--- src/rtl/mic_peak_sampler_pkg.sv ---
// Shared frame constants, ADC FSM states and word helpers for the
// Pmod MIC3 peak sampler.
package mic_peak_sampler_pkg;

   localparam int MIC_BITS       = 12;
   localparam int MIC_FRAME_BITS = 16;
   localparam int MIC_LEAD_ZEROS = MIC_FRAME_BITS - MIC_BITS;
   localparam int MIC_HALVES     = 2 * MIC_FRAME_BITS;

   typedef logic [MIC_BITS-1:0] mic_word_t;

   typedef enum logic [1:0] {
      ADC_IDLE  = 2'd0,
      ADC_SHIFT = 2'd1,
      ADC_DONE  = 2'd2
   } adc_state_e;

   function automatic mic_word_t mic_max(
      input mic_word_t a,
      input mic_word_t b
   );
      return (a > b) ? a : b;
   endfunction

   function automatic mic_word_t mic_sat_sub(
      input mic_word_t a,
      input mic_word_t b
   );
      return (a > b) ? mic_word_t'(a - b) : '0;
   endfunction

endpackage

--- src/rtl/mic_peak_sampler_spi_adc_rx.sv ---
// ADCS7476 serial receiver: SCLK divider, chip select, frame shifter
// and the IDLE/SHIFT/DONE sequencer.
module spi_adc_rx
   import mic_peak_sampler_pkg::*;
#(
   parameter int CLK_DIV = 25
) (
   input  logic            clock,
   input  logic            reset,
   input  logic            start,
   input  logic            miso,
   output logic            busy,
   output logic            done,
   output logic            sclk,
   output logic            cs_n,
   output logic [MIC_BITS-1:0] data
);

   localparam int DIV_W  = (CLK_DIV > 1) ? $clog2(CLK_DIV) : 1;
   localparam int HALF_W = $clog2(MIC_HALVES + 1);
   localparam logic [DIV_W-1:0]  DIV_LAST  = DIV_W'(CLK_DIV - 1);
   localparam logic [HALF_W-1:0] HALF_LAST = HALF_W'(MIC_HALVES);

   adc_state_e            state_q, state_d;
   logic [DIV_W-1:0]      div_q, div_d;
   logic [HALF_W-1:0]     half_q, half_d;
   logic                  sclk_q, sclk_d;
   logic [MIC_BITS-1:0]   shift_q, shift_d;

   always_ff @(posedge clock or posedge reset) begin
      if (reset) begin
         state_q <= ADC_IDLE;
         div_q   <= '0;
         half_q  <= '0;
         sclk_q  <= 1'b1;
         shift_q <= '0;
      end else begin
         state_q <= state_d;
         div_q   <= div_d;
         half_q  <= half_d;
         sclk_q  <= sclk_d;
         shift_q <= shift_d;
      end
   end

   // Half 0 is a chip-select lead-in with SCLK still high; odd halves
   // are SCLK low, even halves high, and each rise captures one bit.
   // Only the last 12 bits survive the shifter, dropping the lead zeros.
   always_comb begin
      state_d = state_q;
      div_d   = div_q;
      half_d  = half_q;
      sclk_d  = sclk_q;
      shift_d = shift_q;
      unique case (state_q)
         ADC_IDLE: begin
            sclk_d = 1'b1;
            if (start) begin
               state_d = ADC_SHIFT;
               div_d   = '0;
               half_d  = '0;
            end
         end
         ADC_SHIFT: begin
            if (div_q == DIV_LAST) begin
               div_d  = '0;
               half_d = half_q + 1'b1;
               if (half_d[0]) begin
                  sclk_d = 1'b0;
               end else begin
                  sclk_d  = 1'b1;
                  shift_d = {shift_q[MIC_BITS-2:0], miso};
                  if (half_d == HALF_LAST) begin
                     state_d = ADC_DONE;
                  end
               end
            end else begin
               div_d = div_q + 1'b1;
            end
         end
         ADC_DONE: begin
            sclk_d  = 1'b1;
            state_d = ADC_IDLE;
         end
         default: begin
            state_d = ADC_IDLE;
         end
      endcase
   end

   assign busy = (state_q != ADC_IDLE);
   assign done = (state_q == ADC_DONE);
   assign cs_n = (state_q != ADC_SHIFT);
   assign sclk = sclk_q;
   assign data = shift_q;

endmodule

--- src/rtl/mic_peak_sampler.sv ---
// Pmod MIC3 sampler: fixed-rate ADC reads and a windowed peak hold for
// the renderers. Define MIC_PEAK_DECAY_EN for a gradually falling bar.
module mic_peak_sampler
   import mic_peak_sampler_pkg::*;
#(
   parameter int CLK_DIV     = 25,
   parameter int SAMPLE_DIV  = 5000,
   parameter int PEAK_WINDOW = 4000,
   parameter int DECAY_STEP  = 16
) (
   input  logic                clock,
   input  logic                reset,
   input  logic                mic_miso,
   output logic                mic_sclk,
   output logic                mic_cs_n,
   output logic [MIC_BITS-1:0] sample,
   output logic                sample_valid,
   output logic [MIC_BITS-1:0] mic_data,
   output logic                peak_valid
);

   localparam int TIM_W = (SAMPLE_DIV > 1) ? $clog2(SAMPLE_DIV) : 1;
   localparam int WIN_W = (PEAK_WINDOW > 1) ? $clog2(PEAK_WINDOW) : 1;
   localparam logic [TIM_W-1:0] TIM_LAST = TIM_W'(SAMPLE_DIV - 1);
   localparam logic [WIN_W-1:0] WIN_LAST = WIN_W'(PEAK_WINDOW - 1);

   logic [TIM_W-1:0] timer_q, timer_d;
   logic [WIN_W-1:0] win_q, win_d;
   mic_word_t        sample_q, sample_d;
   logic             sample_valid_q, sample_valid_d;
   mic_word_t        peak_q, peak_d;
   mic_word_t        mic_data_q, mic_data_d;
   logic             peak_valid_q, peak_valid_d;
   mic_word_t        win_peak;

   logic             adc_start;
   logic             adc_busy;
   logic             adc_done;
   mic_word_t        adc_data;

`ifdef MIC_PEAK_DECAY_EN
   localparam mic_word_t DECAY = mic_word_t'(DECAY_STEP);
`else
   logic unused_decay;
   assign unused_decay = ^DECAY_STEP;
`endif

   spi_adc_rx #(
      .CLK_DIV (CLK_DIV)
   ) u_adc (
      .clock (clock),
      .reset (reset),
      .start (adc_start),
      .miso  (mic_miso),
      .busy  (adc_busy),
      .done  (adc_done),
      .sclk  (mic_sclk),
      .cs_n  (mic_cs_n),
      .data  (adc_data)
   );

   // A start that lands on a busy receiver is simply lost.
   assign adc_start = (timer_q == TIM_LAST) && !adc_busy;

   always_ff @(posedge clock or posedge reset) begin
      if (reset) begin
         timer_q        <= '0;
         win_q          <= '0;
         sample_q       <= '0;
         sample_valid_q <= 1'b0;
         peak_q         <= '0;
         mic_data_q     <= '0;
         peak_valid_q   <= 1'b0;
      end else begin
         timer_q        <= timer_d;
         win_q          <= win_d;
         sample_q       <= sample_d;
         sample_valid_q <= sample_valid_d;
         peak_q         <= peak_d;
         mic_data_q     <= mic_data_d;
         peak_valid_q   <= peak_valid_d;
      end
   end

   always_comb begin
      timer_d        = (timer_q == TIM_LAST) ? '0 : timer_q + 1'b1;
      sample_d       = adc_done ? adc_data : sample_q;
      sample_valid_d = adc_done;
      win_d          = win_q;
      peak_d         = peak_q;
      mic_data_d     = mic_data_q;
      peak_valid_d   = 1'b0;
      win_peak       = mic_max(peak_q, sample_q);
      // The sample closing a window still counts toward that window.
      if (sample_valid_q) begin
         if (win_q == WIN_LAST) begin
`ifdef MIC_PEAK_DECAY_EN
            mic_data_d = mic_max(win_peak,
                                 mic_sat_sub(mic_data_q, DECAY));
`else
            mic_data_d = win_peak;
`endif
            peak_d       = '0;
            win_d        = '0;
            peak_valid_d = 1'b1;
         end else begin
            peak_d = win_peak;
            win_d  = win_q + 1'b1;
         end
      end
   end

   assign sample       = sample_q;
   assign sample_valid = sample_valid_q;
   assign mic_data     = mic_data_q;
   assign peak_valid   = peak_valid_q;

endmodule
--- config.mk ---
export PLATFORM = sky130hd
export DESIGN_NAME = mic_peak_sampler
export DESIGN_NICKNAME = d
export VERILOG_FILES = /design/src/rtl/mic_peak_sampler_pkg.sv /design/src/rtl/mic_peak_sampler_spi_adc_rx.sv /design/src/rtl/mic_peak_sampler.sv
export SDC_FILE = /design/constraint.sdc
export NUM_CORES = 1
export LEC_CHECK = 0
export BUFFER_PORTS_ARGS = -buffer_cell sky130_fd_sc_hd__buf_2
export CORE_ASPECT_RATIO = 1.25
export CORE_MARGIN = 4
export CORE_UTILIZATION = 29
export CTS_BUF_LIST = sky130_fd_sc_hd__clkbuf_16
export DETAILED_ROUTE_END_ITERATION = 8
export PLACE_DENSITY = 0.48
export SLEW_MARGIN = 20
export SYNTH_ARGS = -nofsm -noshare
export SYNTH_HDL_FRONTEND = slang
export SYNTH_SLANG_ARGS = --single-unit
--- constraint.sdc ---
create_clock -name clock -period 2.3 [get_ports clock]
set_input_delay 0.115 -clock clock [delete_from_list [all_inputs] [get_ports clock]]
set_output_delay 0.115 -clock clock [all_outputs]
set_load 0.1 [all_outputs]
Word level (Yosys, flattened, before mapping)
Cells that the tools add are included.
{"block": "word_totals", "ff_bits": 89, "in_bits": 3, "out_inout_bits": 28, "word_cells": 62}
{"block": "classes", "add_sub_neg": 4, "n_lt_le_gt_ge": 1, "n_eq_ne": 11, "n_mux": 20, "n_bitwise": 1, "reduce_logical": 13}
{"operator": "12-bit 2-to-1 mux", "count": 3}
{"operator": "13-bit by 1-bit adder with 13-bit output, second input constant", "count": 1}
{"operator": "13-bit equality test, second input constant", "count": 1}
{"operator": "13-bit 2-to-1 mux", "count": 1}
{"operator": "12-bit by 1-bit adder with 12-bit output, second input constant", "count": 1}
{"operator": "12-bit equality test, second input constant", "count": 1}
{"operator": "12-bit > comparator", "count": 1}
{"operator": "6-bit 2-to-1 mux", "count": 2}
{"operator": "6-bit case mux with 2 select lines", "count": 1}
{"operator": "5-bit 2-to-1 mux", "count": 2}
{"operator": "5-bit case mux with 2 select lines", "count": 1}
{"operator": "2-bit 2-to-1 mux", "count": 4}
{"operator": "6-bit by 1-bit adder with 6-bit output, second input constant", "count": 1}
{"operator": "6-bit equality test, second input constant", "count": 1}
{"operator": "2-bit by 1-bit != test with 1-bit output, second input constant", "count": 3}
{"operator": "2-bit AND reduction", "count": 3}
{"operator": "3-bit AND reduction", "count": 2}
{"operator": "2-bit nonzero test", "count": 3}
{"operator": "5-bit by 1-bit adder with 5-bit output, second input constant", "count": 1}
{"operator": "5-bit equality test, second input constant", "count": 1}
{"operator": "1-bit 2-to-1 mux", "count": 4}
{"operator": "2-bit != test, second input constant", "count": 2}
{"operator": "2-bit case mux with 2 select lines", "count": 1}
{"operator": "4-bit AND reduction", "count": 1}
{"operator": "8 further kinds", "count": 8}

Longest topological paths before layout
Gate-level depths: netlist (run 1).
{"block": "logic_depth", "ltp_word": 6, "ltp_mapped": 9}

Hierarchy
From an unflattened synthesis (run 1), not the netlist that was laid out.
{"block": "unflattened", "hier_cells": 366, "area_unflattened_um2": 4167.7}
{"module": "mic_peak_sampler", "instances": 1, "cells_per_inst": 262, "area_each_um2": 2889.0, "seq_area_each_um2": 1576.5}
{"module": "spi_adc_rx", "instances": 1, "cells_per_inst": 104, "area_each_um2": 1278.7, "seq_area_each_um2": 651.9}

Least setup slack after synthesis (run 1)
No wires, ideal clock.
{"block": "synth_path", "kind": "reg2reg", "from": "reg sample_q[1] (netlist: sample[1])", "to": "reg peak_q[0]", "arrival_time_ps": 2768, "required_ps": 2231, "slack_ps": -537, "stages_incl_launch_ff": 10, "path_buffers": 1, "synth_period_minus_slack_ps": 2837, "path_cell_list": "dfrtp_1 -> inv_1 -> ha_1 -> nor2b_1 -> o211ai_1 -> a211oi_1 -> o31ai_1 -> nor2b_1 -> buf_2 -> a22o_1"}
{"block": "synth_between", "elab_chain_cells": 3}
{"item": "from (decl)", "line_no": "mic_peak_sampler.sv:29", "text": "mic_word_t sample_q, sample_d;"}
{"item": "from (signal assigned)", "line_no": "mic_peak_sampler.sv:77", "text": "sample_q <= sample_d;"}
{"item": "12-bit > comparator", "line_no": "mic_peak_sampler_pkg.sv:22", "text": "return (a > b) ? a : b;"}
{"item": "12-bit 2-to-1 mux", "line_no": "mic_peak_sampler_pkg.sv:22"}
{"item": "12-bit 2-to-1 mux", "line_no": "mic_peak_sampler.sv:96", "text": "if (win_q == WIN_LAST) begin"}
{"item": "to (signal assigned)", "line_no": "mic_peak_sampler.sv:79", "text": "peak_q <= peak_d;"}
{"item": "to (decl)", "line_no": "mic_peak_sampler.sv:31", "text": "mic_word_t peak_q, peak_d;"}
Every way passes these cells.
A chain may end at the register's enable or synchronous reset.

Worst setup path in the final report (run 1)
{"block": "layout_path", "from": "reg sample_q[10] (netlist: sample[10])", "to": "reg peak_q[3]"}
Same word-level chain as after synthesis.

==> metrics.txt, run 1 <==
sequential area share after synthesis 0.555; YS warnings 0; Net Sw Power 0.632 mW; status finished, final reports clean; Logic pwr share 0.014; maximum vdd drop 0.370 mV; Reg clk slew, reported paths 0.06 ns; Syn Std Cell Area 4020 µm²; instance count of the mapped netlist 362; placed insts 562; Post-DRT Antenna Nets 0; Critical Path Sink Type flop; TritonCTS clock tree yes; vias in the first global route 2927; slowest stage delay, CP 0.42 ns; final-stage net count 425; max-slew violation count 0; TritonRoute pass-1 iters 4; core area 13400 µm²; vias per cell 4.87; antenna cells 0; GRT overflow 0; Max clock buf depth 2; P_int 2.29 mW; Hold Crit Class in2async; clk_skew 0.00837 ns; Slew @ Worst Pin 0.508 ns; num rows 47; layout cells sized above 1 0.256; area share of the largest cell type after synthesis 0.548; Final Non-Filler Cells 581; Die X 113 µm; final hold viol count 0; detailed placement HPWL 6280 µm; Critical Path RT 2.53 ns; Post-synth EDFFs 0; Seq cells post-synth 89; Wirelength per Cell 15.3 µm; CTS root buf clkbuf_16; syn_area_per_cell 11.1 µm²; maxcap violations 0; port bufs 30; Lkg Pwr 2.28 nW; Startpoint Class flop; total negative setup slack 0 ns; maximum clock rate 475 MHz; total CTS buffers 9; antenna violations before repair 0; # IOs 31; Worst slew margin 0.664; Layout area overhead 19.7%; Post-Layout Inst Area 4800 µm²; WP data arrival 2.33 ns; number of fill cells 1354; final WL 8880 µm; Tmin final 2.10 ns; clk sink count 89; prevailing post-synth register cell dfrtp_1; DRC Markers 0; initial core utilization 0.299; Synth area leaders dfrtp_1 55%, ha_1 5.3%, mux2_2 3.9%; # H-tree levels 3; Tot GR Track Use 0.122; largest net degree at the start of global routing 56; Seq pwr share 0.537; worst skew pair latency 0.35 ns; clock share of power 0.449; leading area contributor after synthesis dfrtp_1; # setup viols final 0; die area 15800 µm²; Synth cell types 47; Setup CP Type reg2reg; crit path max-delay cell type dfrtp_2; sw frac 0.217; crit path cell chain inv_2 > ha_4 > a21oi_1 > nand2_1 > a21o_1 > o31ai_4 > o21ai_2 > buf_4 > a22o_1; Tcrit/Tclk final 0.915; syn nets 382; first-pass GRT wire length 15300 µm; unrepaired setup endpoints after global routing false; placed cell areas 4500 µm²; GP Congestion 0.777; First DRT Iteration DRCs 128; die height 140 µm; Post-synth ARST share 1.00; DR vias 2832; Pwr Density 607 nW/µm²; Worst Path Max Fanout 12
-- synthesized netlist by cell type (11+ instances only) --
cell	instances
dfrtp_1	88
nand2_1	29
nor2_1	20
inv_1	18
o21ai_0	18
ha_1	17
nand3_1	17
a22o_1	15
mux2_2	14
o22ai_1	13
a31oi_1	12
xnor2_1	11
xor2_1	11
-- sequential cells by signal, summed over array words and instances (netlist names) --
signal,flops
peak_valid,1
u_adc.data,12
timer_q,13
sample,12
u_adc.div_q,5
win_q,12
mic_data,12
sample_valid,1
peak_q,12
u_adc.state_q,2
u_adc.half_q,6
u_adc.sclk,1
-- routing by layer --
layer	track usage	share of wire	vias up
met5	0	0	-
met4	0.0361	0.013	0
met3	0.0399	0.042	11
met2	0.194	0.48	39
met1	0.157	0.46	1397
li1	-	-	1385
-- worst max-delay path: cells and delay by family (launching register included) --
family                     cells  cell delay [ns]
AOI/OAI and AO/OA              5             0.98
DFF                            1             0.42
buffers and inverters          2             0.31
adders and majority gates      1             0.21
and+or+nand+nor                1             0.07
-- through the flow --
stage	setup slack, ns	total power [mW]	hold WS (ns)	util
global route	0.0230	3.04	0.286	0.358
detailed placement	0.0765	1.64	0.0717	0.336
floorplan	-0.0186	1.62	0.266	-
finish	0.196	2.92	0.255	0.358
CTS	0.0628	2.96	0.255	0.356
global placement	0.121	1.64	0.0738	0.336
-- cell usage in the layout, fill, tap and decap left out, drive strengths merged, types with 9 or more instances in the layout --
master  synthesis  layout
a22o           15      15
a31oi          12      12
buf             8      44
clkbuf          6       9
dfrtp          88      88
ha             17      17
inv            18      20
mux2           14      14
nand2          29      29
nand3          17      17
nor2           21      21
o21ai          26      26
o22ai          13      13
xnor2          11      11
xor2           11      11
-- path summary, 6_finish.rpt --
| kind | cells past startpoint | end | slack (ns) | start |
|---|---|---|---|---|
| worst max-delay path | 9 | peak_q[3]$_DFFE_PP0P_ | 0.20 | sample[10]$_DFFE_PP0P_ |
| worst min-delay path | 3 | mic_data[4]$_DFFE_PP0P_ | 0.26 | reset |
| worst max register to register | 9 | peak_q[3]$_DFFE_PP0P_ | 0.20 | sample[10]$_DFFE_PP0P_ |
| worst min register to register | 1 | timer_q[10]$_DFF_PP0_ | 0.48 | timer_q[10]$_DFF_PP0_ |
| max in group asynchronous | 4 | sample[1]$_DFFE_PP0P_ | 1.42 | reset |
| min in group clock | 1 | timer_q[10]$_DFF_PP0_ | 0.48 | timer_q[10]$_DFF_PP0_ |
-- power by group through the flow --
| stage | clock network, mW | logic [mW] | registers [mW] |
|---|---|---|---|
| floorplan | 0 | 0.0239 | 1.60 |
| global placement | 0 | 0.0426 | 1.60 |
| detailed placement | 0 | 0.0423 | 1.60 |
| CTS | 1.35 | 0.0451 | 1.57 |
| global route | 1.42 | 0.0500 | 1.57 |
| finish | 1.31 | 0.0414 | 1.57 |
-- timing repair --
action	in CTS	in global routing
hold buffers	2	0
resized for setup	0	1
endpoints found under the hold margin	9	0
endpoints found under the setup margin	0	13
buffers inserted	0	1
-- cell type report --
cell class | count | area (µm²) | share of cell area
clock inverters | 7 | 31.3 | 0.00651
clock buffers | 9 | 225 | 0.0469
inverters | 18 | 71.3 | 0.0148
multi-input cells | 241 | 1720 | 0.358
well taps | 171 | 214 | 0.0445
repair buffers | 46 | 300 | 0.0625
flip-flops and latches | 89 | 2240 | 0.467
-- logic make-up after synthesis --
group / after synthesis / synth area share
AND/OR/NAND/NOR: 104 / 0.136
flip-flops: 89 / 0.555
AO/OA/AOI/OAI: 82 / 0.130
buffers and inverters: 32 / 0.0337
XOR/XNOR: 22 / 0.0480
adder cells (fa/ha/maj): 17 / 0.0530
multiplexers: 16 / 0.0443
Power figures use the tool's default switching activity.
==> inputs of run 2 (changes only) <==
--- a/constraint.sdc
+++ b/constraint.sdc
@@ -3,2 +3,2 @@
 set_output_delay 0.115 -clock clock [all_outputs]
-set_load 0.1 [all_outputs]
+set_load 0.01 [all_outputs]
==> metrics.txt, run 2 (synthesis gave the netlist of run 1 again) <==
clk_skew 0.00650 ns; # setup viols final 0; Tot GR Track Use 0.117; final-stage net count 434; Die X 113 µm; most frequent cells in the layout 88 x dfrtp_1, 31 x buf_2, 29 x nand2_1; Layout area overhead 20.4%; Setup CP Type reg2reg; Slew @ Worst Pin 0.487 ns; # H-tree levels 3; worst skew pair latency 0.34 ns; First DRT Iteration DRCs 119; GRT overflow 0; WP data arrival 2.38 ns; Critical Path Sink Type flop; Post-DRT Antenna Nets 0; num rows 47; detailed placement HPWL 5970 µm; # IOs 31; antenna cells 0; final hold viol count 0; internal reg-to-reg setup slack 0.14 ns; core area 13400 µm²; status finished, final reports clean; Wirelength per Cell 14.9 µm; Max clock buf depth 2; layout cells sized above 1 0.227; Hold Crit Class in2reg; DRC Markers 0; pre-CTS setup slack 0.0727 ns; DR vias 2916; total negative setup slack 0 ns; worst r2r src sample[10]$_DFFE_PP0P_; max-slew violation count 0; R2R Path End peak_q[10]$_DFFE_PP0P_; Critical Path RT 2.52 ns; most common cell after layout, fill and taps aside dfrtp_1; Worst Path Max Fanout 12; largest net degree at the start of global routing 90; vias per cell 4.94; first-pass GRT wire length 14900 µm; Worst slew margin 0.676; total CTS buffers 9; die height 140 µm; R2R cell count 9; port bufs 30; maximum vdd drop 0.352 mV; Lkg Pwr 2.35 nW; Tmin final 2.16 ns; maxcap violations 0; min-delay src mic_miso; fin worst setup slack 0.140 ns; Startpoint Class flop; CTS root buf clkbuf_16; vias in the first global route 2904; max reg flops 13; antenna violations before repair 0; final WL 8780 µm; Top reg by flops timer_q; Pwr Density 632 nW/µm²; TritonCTS clock tree yes; TritonRoute pass-1 iters 4; unrepaired setup endpoints after global routing false; Tcrit/Tclk final 0.939; hold path depth 2; Reg clk slew, reported paths 0.06 ns; maximum clock rate 463 MHz; GP Congestion 0.818; initial core utilization 0.299; Hold EP u_adc.data[0]$_DFFE_PP0P_; die area 15800 µm²; clk sink count 89
[run 2: cell count changes in the layout (fill, tap and decap cells not counted), sizes merged]
cell | previous run | this run
inv | 20 | 19
clkinvlp | 2 | 4
clkinv | 3 | 1
buf | 44 | 54
dlygate4sd3 | 2 | 1
bufinv | 0 | 1
[run 2: through the flow]
step	util	hold WS [ns]	instance area (µm²)	instances	total power, mW
4_1_cts	0.356	0.00179	4770	584	3.10
3_3_place_gp	0.334	0.296	4480	567	1.64
3_5_place_dp	0.334	0.300	4480	567	1.64
2_1_floorplan	-	0.266	4020	362	1.62
5_1_grt	0.361	0.0105	4830	590	3.16
6_report	0.361	0.0139	4830	590	3.06
[run 2: per-layer routing]
metal,global-route usage,wire length (µm),vias up
li1,-,-,1400
met1,0.156,4060,1444
met2,0.180,4120,55
met5,0,0,-
met3,0.0261,381,17
met4,0.0557,222,0
[run 2: worst max-delay path by stage]
stage	startpoint	to	slack (ns)	depth (start not counted)
final	sample[10]$_DFFE_PP0P_	peak_q[10]$_DFFE_PP0P_	0.14	9
after global placement	sample[1]$_DFFE_PP0P_	peak_q[7]$_DFFE_PP0P_	0.16	10
after global routing	sample[10]$_DFFE_PP0P_	peak_q[2]$_DFFE_PP0P_	0.002	10
after floorplan	sample[1]$_DFFE_PP0P_	peak_q[0]$_DFFE_PP0P_	0.12	9
after CTS	sample[1]$_DFFE_PP0P_	peak_q[7]$_DFFE_PP0P_	0.06	10
after detailed placement	sample[1]$_DFFE_PP0P_	peak_q[7]$_DFFE_PP0P_	0.07	10
[run 2: report_power, final]
part,total (mW),switching [mW],internal (mW)
clock network,1.45,0.621,0.831
logic,0.0389,0.0320,0.00689
registers,1.57,0.000569,1.57
total,3.06,0.654,2.40
[run 2: what timing repair did]
item	CTS	global route
endpoints found under the setup margin	0	13
gates resized for setup	0	6
hold endpoints to repair	88	0
setup buffers	0	5
hold buffers	1	0
[run 2: final cells by class]
class,count,area (µm²)
sequential,89,2230
clock inverter,7,63.8
timing repair buffer,55,363
clock buffer,9,225
tap,171,214
inverter,18,71.3
multi-input combinational,241,1670
fill,1343,8570
[run 2: worst max-delay path: stages (launching register included)]
cell	delay [ns]
dfrtp_1	0.34
inv_1	0.07
ha_1	0.32
nand4_1	0.17
or3_4	0.43
o31ai_1	0.07
buf_4	0.18
o21ai_1	0.11
buf_12	0.16
a22o_1	0.18
